`config.mk`:
```
export PLATFORM = sky130hd
export DESIGN_NAME = synapse_spike_scheduler
export DESIGN_NICKNAME = d
export VERILOG_FILES = /design/src/rtl/synapse_spike_scheduler_pkg.sv /design/src/rtl/spike_fifo.sv /design/src/rtl/synapse_spike_scheduler.sv
export SDC_FILE = /design/constraint.sdc
export NUM_CORES = 1
export LEC_CHECK = 0
export CELL_PAD_IN_SITES_DETAIL_PLACEMENT = 0
export CELL_PAD_IN_SITES_GLOBAL_PLACEMENT = 1
export CORE_UTILIZATION = 46
export DETAILED_ROUTE_END_ITERATION = 8
export PLACE_DENSITY = 0.89
export RECOVER_POWER = 25
export SLEW_MARGIN = 20
export SYNTH_ARGS = -nofsm -noshare
export SYNTH_HDL_FRONTEND = slang
export SYNTH_SLANG_ARGS = --single-unit
export TNS_END_PERCENT = 30
```
`constraint.sdc`:
```
create_clock -name clk -period 3.75 [get_ports clk]
set_clock_uncertainty 0.15 [all_clocks]
set_input_delay 0.75 -clock clk [delete_from_list [all_inputs] [get_ports clk]]
set_output_delay 0.75 -clock clk [all_outputs]
set_load 0.01 [all_outputs]
```
`src/rtl/synapse_spike_scheduler_pkg.sv`:
```
// Shared definitions for the synapse spike scheduler: FSM state encoding and
// default sizing constants for the attached synapse array.
package snn_sched_pkg;

  typedef enum logic [1:0] {
    ST_IDLE      = 2'd0,
    ST_CFG       = 2'd1,
    ST_ISSUE     = 2'd2,
    ST_WAIT_DONE = 2'd3
  } sched_state_e;

  localparam int DEF_NUM_SRC       = 2;
  localparam int DEF_NUM_AXONS     = 64;
  localparam int DEF_NUM_NEURONS   = 64;
  localparam int DEF_WEIGHT_WIDTH  = 8;
  localparam int DEF_FIFO_DEPTH    = 16;
  localparam int DEF_ISSUE_TIMEOUT = 8;

endpackage

```
`src/rtl/spike_fifo.sv`:
```
// Synchronous FIFO with occupancy count; DEPTH must be a power of two so the
// read/write pointers wrap naturally.
module spike_fifo #(
  parameter int WIDTH = 6,
  parameter int DEPTH = 16,
  localparam int AW = $clog2(DEPTH),
  localparam int CW = AW + 1
) (
  input  logic             clk,
  input  logic             rst,
  input  logic             i_push,
  input  logic [WIDTH-1:0] i_data,
  input  logic             i_pop,
  output logic [WIDTH-1:0] o_head,
  output logic             o_empty,
  output logic             o_full,
  output logic [CW-1:0]    o_count
);

  logic [WIDTH-1:0] r_mem [DEPTH];
  logic [AW-1:0]    r_wr_ptr;
  logic [AW-1:0]    r_rd_ptr;
  logic [CW-1:0]    r_count;
  logic             w_push;
  logic             w_pop;

  assign o_empty = (r_count == '0);
  assign o_full  = (r_count == CW'(DEPTH));
  assign o_count = r_count;
  assign o_head  = r_mem[r_rd_ptr];
  assign w_push  = i_push && !o_full;
  assign w_pop   = i_pop && !o_empty;

  always_ff @(posedge clk or posedge rst) begin
    if (rst) begin
      r_wr_ptr <= '0;
      r_rd_ptr <= '0;
      r_count  <= '0;
    end else begin
      if (w_push) r_wr_ptr <= r_wr_ptr + 1'b1;
      if (w_pop)  r_rd_ptr <= r_rd_ptr + 1'b1;
      case ({w_push, w_pop})
        2'b10:   r_count <= r_count + 1'b1;
        2'b01:   r_count <= r_count - 1'b1;
        default: r_count <= r_count;
      endcase
    end
  end

  // Storage needs no reset: contents are only visible through valid pointers.
  always_ff @(posedge clk) begin
    if (w_push) r_mem[r_wr_ptr] <= i_data;
  end

endmodule

```
`src/rtl/synapse_spike_scheduler.sv`:
```
// Front end for synapse_array: round-robin spike arbitration into a FIFO, one
// spike in flight at a time, weight writes serialised between fan-outs.
// Define SCHED_STATS_EN to add the stat_issued / stat_full_cycles counters.
// Handshake: a source transfers on a cycle where src_valid[k] & src_ready[k];
// a config write is taken on a cycle where cfg_we & cfg_ready.
module synapse_spike_scheduler
  import snn_sched_pkg::*;
#(
  parameter int NUM_SRC         = DEF_NUM_SRC,
  parameter int NUM_AXONS       = DEF_NUM_AXONS,
  parameter int AXON_ID_WIDTH   = $clog2(NUM_AXONS),
  parameter int NUM_NEURONS     = DEF_NUM_NEURONS,
  parameter int NEURON_ID_WIDTH = $clog2(NUM_NEURONS),
  parameter int WEIGHT_WIDTH    = DEF_WEIGHT_WIDTH,
  parameter int FIFO_DEPTH      = DEF_FIFO_DEPTH,
  parameter int ISSUE_TIMEOUT   = DEF_ISSUE_TIMEOUT
) (
  input  logic                             clk,
  input  logic                             rst,
  input  logic                             enable,
  input  logic [NUM_SRC-1:0]               src_valid,
  input  logic [NUM_SRC*AXON_ID_WIDTH-1:0] src_axon_id,
  output logic [NUM_SRC-1:0]               src_ready,
  input  logic                             cfg_we,
  input  logic [AXON_ID_WIDTH-1:0]         cfg_axon,
  input  logic [NEURON_ID_WIDTH-1:0]       cfg_neuron,
  input  logic [WEIGHT_WIDTH:0]            cfg_data,
  output logic                             cfg_ready,
  output logic                             sa_spike_valid,
  output logic [AXON_ID_WIDTH-1:0]         sa_spike_axon_id,
  input  logic                             sa_busy,
  output logic                             sa_weight_we,
  output logic [AXON_ID_WIDTH-1:0]         sa_weight_addr_axon,
  output logic [NEURON_ID_WIDTH-1:0]       sa_weight_addr_neuron,
  output logic [WEIGHT_WIDTH:0]            sa_weight_data,
  output logic [$clog2(FIFO_DEPTH):0]      fifo_count,
  output logic                             timeout_err,
`ifdef SCHED_STATS_EN
  output logic [31:0]                      stat_issued,
  output logic [31:0]                      stat_full_cycles,
`endif
  output sched_state_e                     dbg_state
);

  localparam int PW = (NUM_SRC > 1) ? $clog2(NUM_SRC) : 1;
  localparam int TW = $clog2(ISSUE_TIMEOUT + 1);
  localparam int CW = $clog2(FIFO_DEPTH) + 1;

  sched_state_e               r_state;
  sched_state_e               w_next_state;
  logic [PW-1:0]              r_rr_ptr;
  logic [AXON_ID_WIDTH-1:0]   r_issue_axon;
  logic [TW-1:0]              r_to_cnt;
  logic                       r_timeout_err;
  logic [AXON_ID_WIDTH-1:0]   r_cfg_axon;
  logic [NEURON_ID_WIDTH-1:0] r_cfg_neuron;
  logic [WEIGHT_WIDTH:0]      r_cfg_data;

  logic [NUM_SRC-1:0]         w_mask;
  logic [NUM_SRC-1:0]         w_req_hi;
  logic [NUM_SRC-1:0]         w_pick_src;
  logic [NUM_SRC-1:0]         w_grant;
  logic [PW-1:0]              w_grant_idx;
  logic [AXON_ID_WIDTH-1:0]   w_push_data;
  logic [AXON_ID_WIDTH-1:0]   w_fifo_head;
  logic [CW-1:0]              w_fifo_count;
  logic                       w_fifo_empty;
  logic                       w_fifo_full;
  logic                       w_pop;
  logic                       w_cfg_accept;
  logic                       w_timeout_hit;

  // Round robin: prefer requesters at or above the pointer, else wrap to the lowest.
  assign w_mask     = ~((NUM_SRC'(1) << r_rr_ptr) - NUM_SRC'(1));
  assign w_req_hi   = src_valid & w_mask;
  assign w_pick_src = (|w_req_hi) ? w_req_hi : src_valid;

  always_comb begin
    w_grant = '0;
    if (!rst && enable && !w_fifo_full)
      w_grant = w_pick_src & (~w_pick_src + NUM_SRC'(1));
  end

  always_comb begin
    w_grant_idx = '0;
    w_push_data = '0;
    for (int i = 0; i < NUM_SRC; i++) begin
      if (w_grant[i]) begin
        w_grant_idx = PW'(i);
        w_push_data = src_axon_id[i*AXON_ID_WIDTH +: AXON_ID_WIDTH];
      end
    end
  end

  spike_fifo #(
    .WIDTH (AXON_ID_WIDTH),
    .DEPTH (FIFO_DEPTH)
  ) u_fifo (
    .clk     (clk),
    .rst     (rst),
    .i_push  (|w_grant),
    .i_data  (w_push_data),
    .i_pop   (w_pop),
    .o_head  (w_fifo_head),
    .o_empty (w_fifo_empty),
    .o_full  (w_fifo_full),
    .o_count (w_fifo_count)
  );

  // Config writes win over spikes in IDLE so weights never change mid fan-out.
  always_comb begin
    w_next_state  = r_state;
    w_pop         = 1'b0;
    w_cfg_accept  = 1'b0;
    w_timeout_hit = 1'b0;
    case (r_state)
      ST_IDLE: begin
        if (cfg_we) begin
          w_cfg_accept = 1'b1;
          w_next_state = ST_CFG;
        end else if (enable && !w_fifo_empty && !sa_busy) begin
          w_pop        = 1'b1;
          w_next_state = ST_ISSUE;
        end
      end
      ST_CFG:   w_next_state = ST_IDLE;
      ST_ISSUE: begin
        if (sa_busy) begin
          w_next_state = ST_WAIT_DONE;
        end else if (r_to_cnt == TW'(ISSUE_TIMEOUT - 1)) begin
          w_timeout_hit = 1'b1;
          w_next_state  = ST_IDLE;
        end
      end
      ST_WAIT_DONE: if (!sa_busy) w_next_state = ST_IDLE;
      default:      w_next_state = ST_IDLE;
    endcase
  end

  always_ff @(posedge clk or posedge rst) begin
    if (rst) begin
      r_state       <= ST_IDLE;
      r_rr_ptr      <= '0;
      r_issue_axon  <= '0;
      r_to_cnt      <= '0;
      r_timeout_err <= 1'b0;
      r_cfg_axon    <= '0;
      r_cfg_neuron  <= '0;
      r_cfg_data    <= '0;
    end else begin
      r_state <= w_next_state;
      if (|w_grant)
        r_rr_ptr <= (w_grant_idx == PW'(NUM_SRC - 1)) ? '0 : w_grant_idx + 1'b1;
      if (w_pop) begin
        r_issue_axon <= w_fifo_head;
        r_to_cnt     <= '0;
      end else if (r_state == ST_ISSUE) begin
        r_to_cnt <= r_to_cnt + 1'b1;
      end
      if (w_timeout_hit) r_timeout_err <= 1'b1;
      if (w_cfg_accept) begin
        r_cfg_axon   <= cfg_axon;
        r_cfg_neuron <= cfg_neuron;
        r_cfg_data   <= cfg_data;
      end
    end
  end

  // cfg_ready is masked by rst so every output reads 0 while reset is held.
  assign src_ready             = w_grant;
  assign cfg_ready             = (r_state == ST_IDLE) && !rst;
  assign sa_spike_valid        = (r_state == ST_ISSUE);
  assign sa_spike_axon_id      = r_issue_axon;
  assign sa_weight_we          = (r_state == ST_CFG);
  assign sa_weight_addr_axon   = r_cfg_axon;
  assign sa_weight_addr_neuron = r_cfg_neuron;
  assign sa_weight_data        = r_cfg_data;
  assign fifo_count            = w_fifo_count;
  assign timeout_err           = r_timeout_err;
  assign dbg_state             = r_state;

`ifdef SCHED_STATS_EN
  logic [31:0] r_stat_issued;
  logic [31:0] r_stat_full_cycles;

  always_ff @(posedge clk or posedge rst) begin
    if (rst) begin
      r_stat_issued      <= '0;
      r_stat_full_cycles <= '0;
    end else begin
      if (r_state == ST_ISSUE && sa_busy && r_stat_issued != '1)
        r_stat_issued <= r_stat_issued + 32'd1;
      if (w_fifo_full && (|src_valid) && r_stat_full_cycles != '1)
        r_stat_full_cycles <= r_stat_full_cycles + 32'd1;
    end
  end

  assign stat_issued      = r_stat_issued;
  assign stat_full_cycles = r_stat_full_cycles;
`endif

endmodule

```
==> results_dict.tcl <==
set metrics [dict create \
    timing.final.crit_share_pct 93.8 \
    syn_to_final_growth_pct 25.6 \
    rsz0062_at_grt "false" \
    grt_pass1_vias 3541 \
    hp-class "flop to flop" \
    grt_pass1_wl_um 19300 \
    relSlewSlack_pct -45.7 \
    cts-root-buf "clkbuf_16" \
    num_io_pins 80 \
    multi_input_area_um2 1810 \
    cts-htree-levels 4 \
    power_frac_seq_pct 41.7 \
    cts_setup_buffers 0 \
    slew_violations 49 \
    ant_nets 0 \
    dieWidth_um 117 \
    pre_cts_ws_ns 0.258 \
    core_area_um2 12700 \
    intPower_uw 3890 \
    dpl-instance-area_um2 7000 \
    p_leak_uw 0.00279 \
    swShare_pct 28.2 \
    drc 0 \
    wl_um 12000 \
    endpoint_kind "output port" \
    post_cts_resized 0 \
    nets 493 \
    yosysTopAreaCellShare_pct 47.6 \
    fp.dieArea_um2 13600 \
    diodes 0 \
    netlist_area_um2 6060 \
    cts_tree "yes" \
    arrival_ns 2.62 \
    path_cells "dlygate4sd3_1 -> nand2b_1 -> a2111oi_2 -> clkdlybuf4s50_1" \
    cts.clk_slew.worst_paths_ns 0.06 \
    finalHoldViolCount 0 \
    critPathKind "input port to output port" \
    layout_commonest_cell "edfxtp_1" \
    grt_usage_pct 19.8 \
    yosysWarningCount 0 \
    setup_viol_count_final 0 \
    grt_max_degree 49 \
    fin_ws_ns 0.233 \
    violations "max-capacitance violations, max-slew violations" \
    slowest_delay_ns 0.61 \
    design_area_um2 7610 \
    layout_common_cells "edfxtp_1, clkdlybuf4s50_1, dfrtp_1" \
    insertion_delay_ns 0.42 \
    overflow 0 \
    final_util_pct 59.8 \
    clkSinkCount 144 \
    die_h_um 117 \
    p_clk_share_pct 32.8 \
    ctsHoldBuffers 0 \
    synth_nets 408 \
    wl_per_cell_um 19.1 \
    vdd_drop_max_mv 0.404 \
    synth_edf_count 96 \
    min_period_ns 3.52 \
    startpoint_type "input port" \
    io_buffers 79 \
    fillerInstances 978 \
    cap_viol_max_count 1 \
    tightest_slew_ns 2.17 \
    outcome "finished, violations left" \
    syn_area_per_cell_um2 16.9 \
    yosys.area.top_type "edfxtp_1" \
    pwr_density_cell_nw_per_um2 713 \
    place_congestion 0.811 \
    drive_gt1_share_pct 20.8 \
    drtIter0Drc 181 \
    cts_made_buffers 17 \
    cp_max_fo 3 \
    drt_first_pass_iters 4 \
    fmax_mhz 284 \
    synth-seq-area-share_pct 67.4 \
    syn_inst 358 \
    synth.distinct_cells 46 \
    ys_ff_latch 144 \
    placementRows 41 \
    via_per_inst 5.31 \
    register_area_um2 4090 \
    cp.required_ns 2.85 \
    start_util_pct 47.6 \
    antenna_found_initial 0 \
    synth_flop_cell "edfxtp_1" \
    slowest_stage "clkdlybuf4s50_1" \
    synthTopCellsByArea "edfxtp_1, dfrtp_1, mux4_2" \
    cts_buffer_depth 2 \
    vias 3337 \
    p_comb_share_pct 25.6 \
    finalSetupTns_ns 0 \
    dp_hpwl_um 7720 \
    async_flop_share_pct 33.3 \
    p_sw_uw 1530 \
]
## layer usage
| layer | part of all wire [%] | vias to the layer above | track usage, % |
|---|---|---|---|
| met2 | 51 | 63 | 32.4 |
| met5 | 0 | - | 0 |
| met3 | 2.5 | 14 | 3.86 |
| met1 | 45 | 1719 | 25.7 |
| met4 | 1.8 | 0 | 9.37 |
| li1 | - | 1541 | - |
## critical path: cells and delay by family
family | cells | cell delay [ns]
AO/OA/AOI/OAI | 1 | 0.42
buffers and inverters | 2 | 1.19
AND/OR/NAND/NOR | 1 | 0.25
## metrics by stage
| step | total power, uW | hold slack (ns) | std cells |
|---|---|---|---|
| finish | 5420 | 0.319 | 628 |
| global route | 5670 | 0.345 | 628 |
| CTS | 5510 | 0.331 | 628 |
| detailed placement | 3730 | 0.319 | 596 |
| global placement | 3670 | 0.305 | 596 |
| floorplan | 3100 | 0.325 | 358 |
## final timing paths
path / from / end / slack [ns] / depth (start not counted)
max in group asynchronous: rst / u_fifo.r_rd_ptr[3] / 1.09 / 2
setup / recovery: rst / src_ready[0] / 0.23 / 4
min in group asynchronous: rst / sa_weight_addr_neuron[0] / 1.26 / 2
hold / removal: sa_spike_axon_id[2] / sa_spike_axon_id[2] / 0.32 / 1
setup reg to reg: u_fifo.o_count[1] / u_fifo.o_count[4] / 0.69 / 10
hold reg to reg: sa_spike_axon_id[2] / sa_spike_axon_id[2] / 0.32 / 1
## synth_stat cells (2+ instances only)
cell type / instances
mux4_2: 24
ha_1: 10
nor2_1: 15
and2_1: 15
buf_2: 6
a211oi_2: 2
nand3b_1: 2
o22ai_1: 6
a21o_2: 4
or2_2: 2
and3b_1: 2
a211oi_1: 6
nand2_1: 9
buf_6: 2
a21oi_1: 3
nor2b_1: 3
o21ai_0: 7
xor2_1: 6
nor3b_1: 3
buf_4: 6
mux2_2: 22
mux2i_1: 7
inv_1: 10
edfxtp_1: 96
clkbuf_1: 5
nand2b_1: 4
dfrtp_1: 48
xnor2_1: 8
a22o_1: 6
a21o_1: 2
nand4_1: 2
## power by group through the flow
stage | registers (uW) | clock network (uW) | logic (uW)
finish | 2260 | 1780 | 1390
global route | 2310 | 1860 | 1500
CTS | 2270 | 1790 | 1440
detailed placement | 2300 | 0 | 1430
global placement | 2280 | 0 | 1390
floorplan | 2270 | 0 | 828
## registers in the layout, summed over array words and instances (netlist names)
name and cells:
sa_weight_data 9, timeout_err 1, u_fifo.r_wr_ptr 4, r_rr_ptr 1, sa_weight_addr_neuron 6, dbg_state 2, u_fifo.o_count 5, u_fifo.r_mem 96
r_to_cnt 4, u_fifo.r_rd_ptr 4, sa_weight_addr_axon 6, sa_spike_axon_id 6
## kinds of logic after synthesis
kind of cell / Yosys count / synth area share [%]
adder cells (fa/ha/maj): 10 / 2.06
AND/OR/NAND/NOR: 62 / 6.01
AO/OA/AOI/OAI: 44 / 5.70
buffers and inverters: 31 / 2.66
flip-flops: 144 / 67.4
multiplexers: 53 / 14.2
XOR/XNOR: 14 / 2.02
## cell type report
| type | instances | share of cell area (%) |
|---|---|---|
| clock buffers | 18 | 5.77 |
| clock inverters | 14 | 2.48 |
| inverters | 11 | 0.559 |
| multi-input cells | 183 | 23.7 |
| flip-flops and latches | 144 | 53.7 |
| well taps | 172 | 2.83 |
| repair buffers | 86 | 10.9 |
Power figures use the tool's default switching activity.
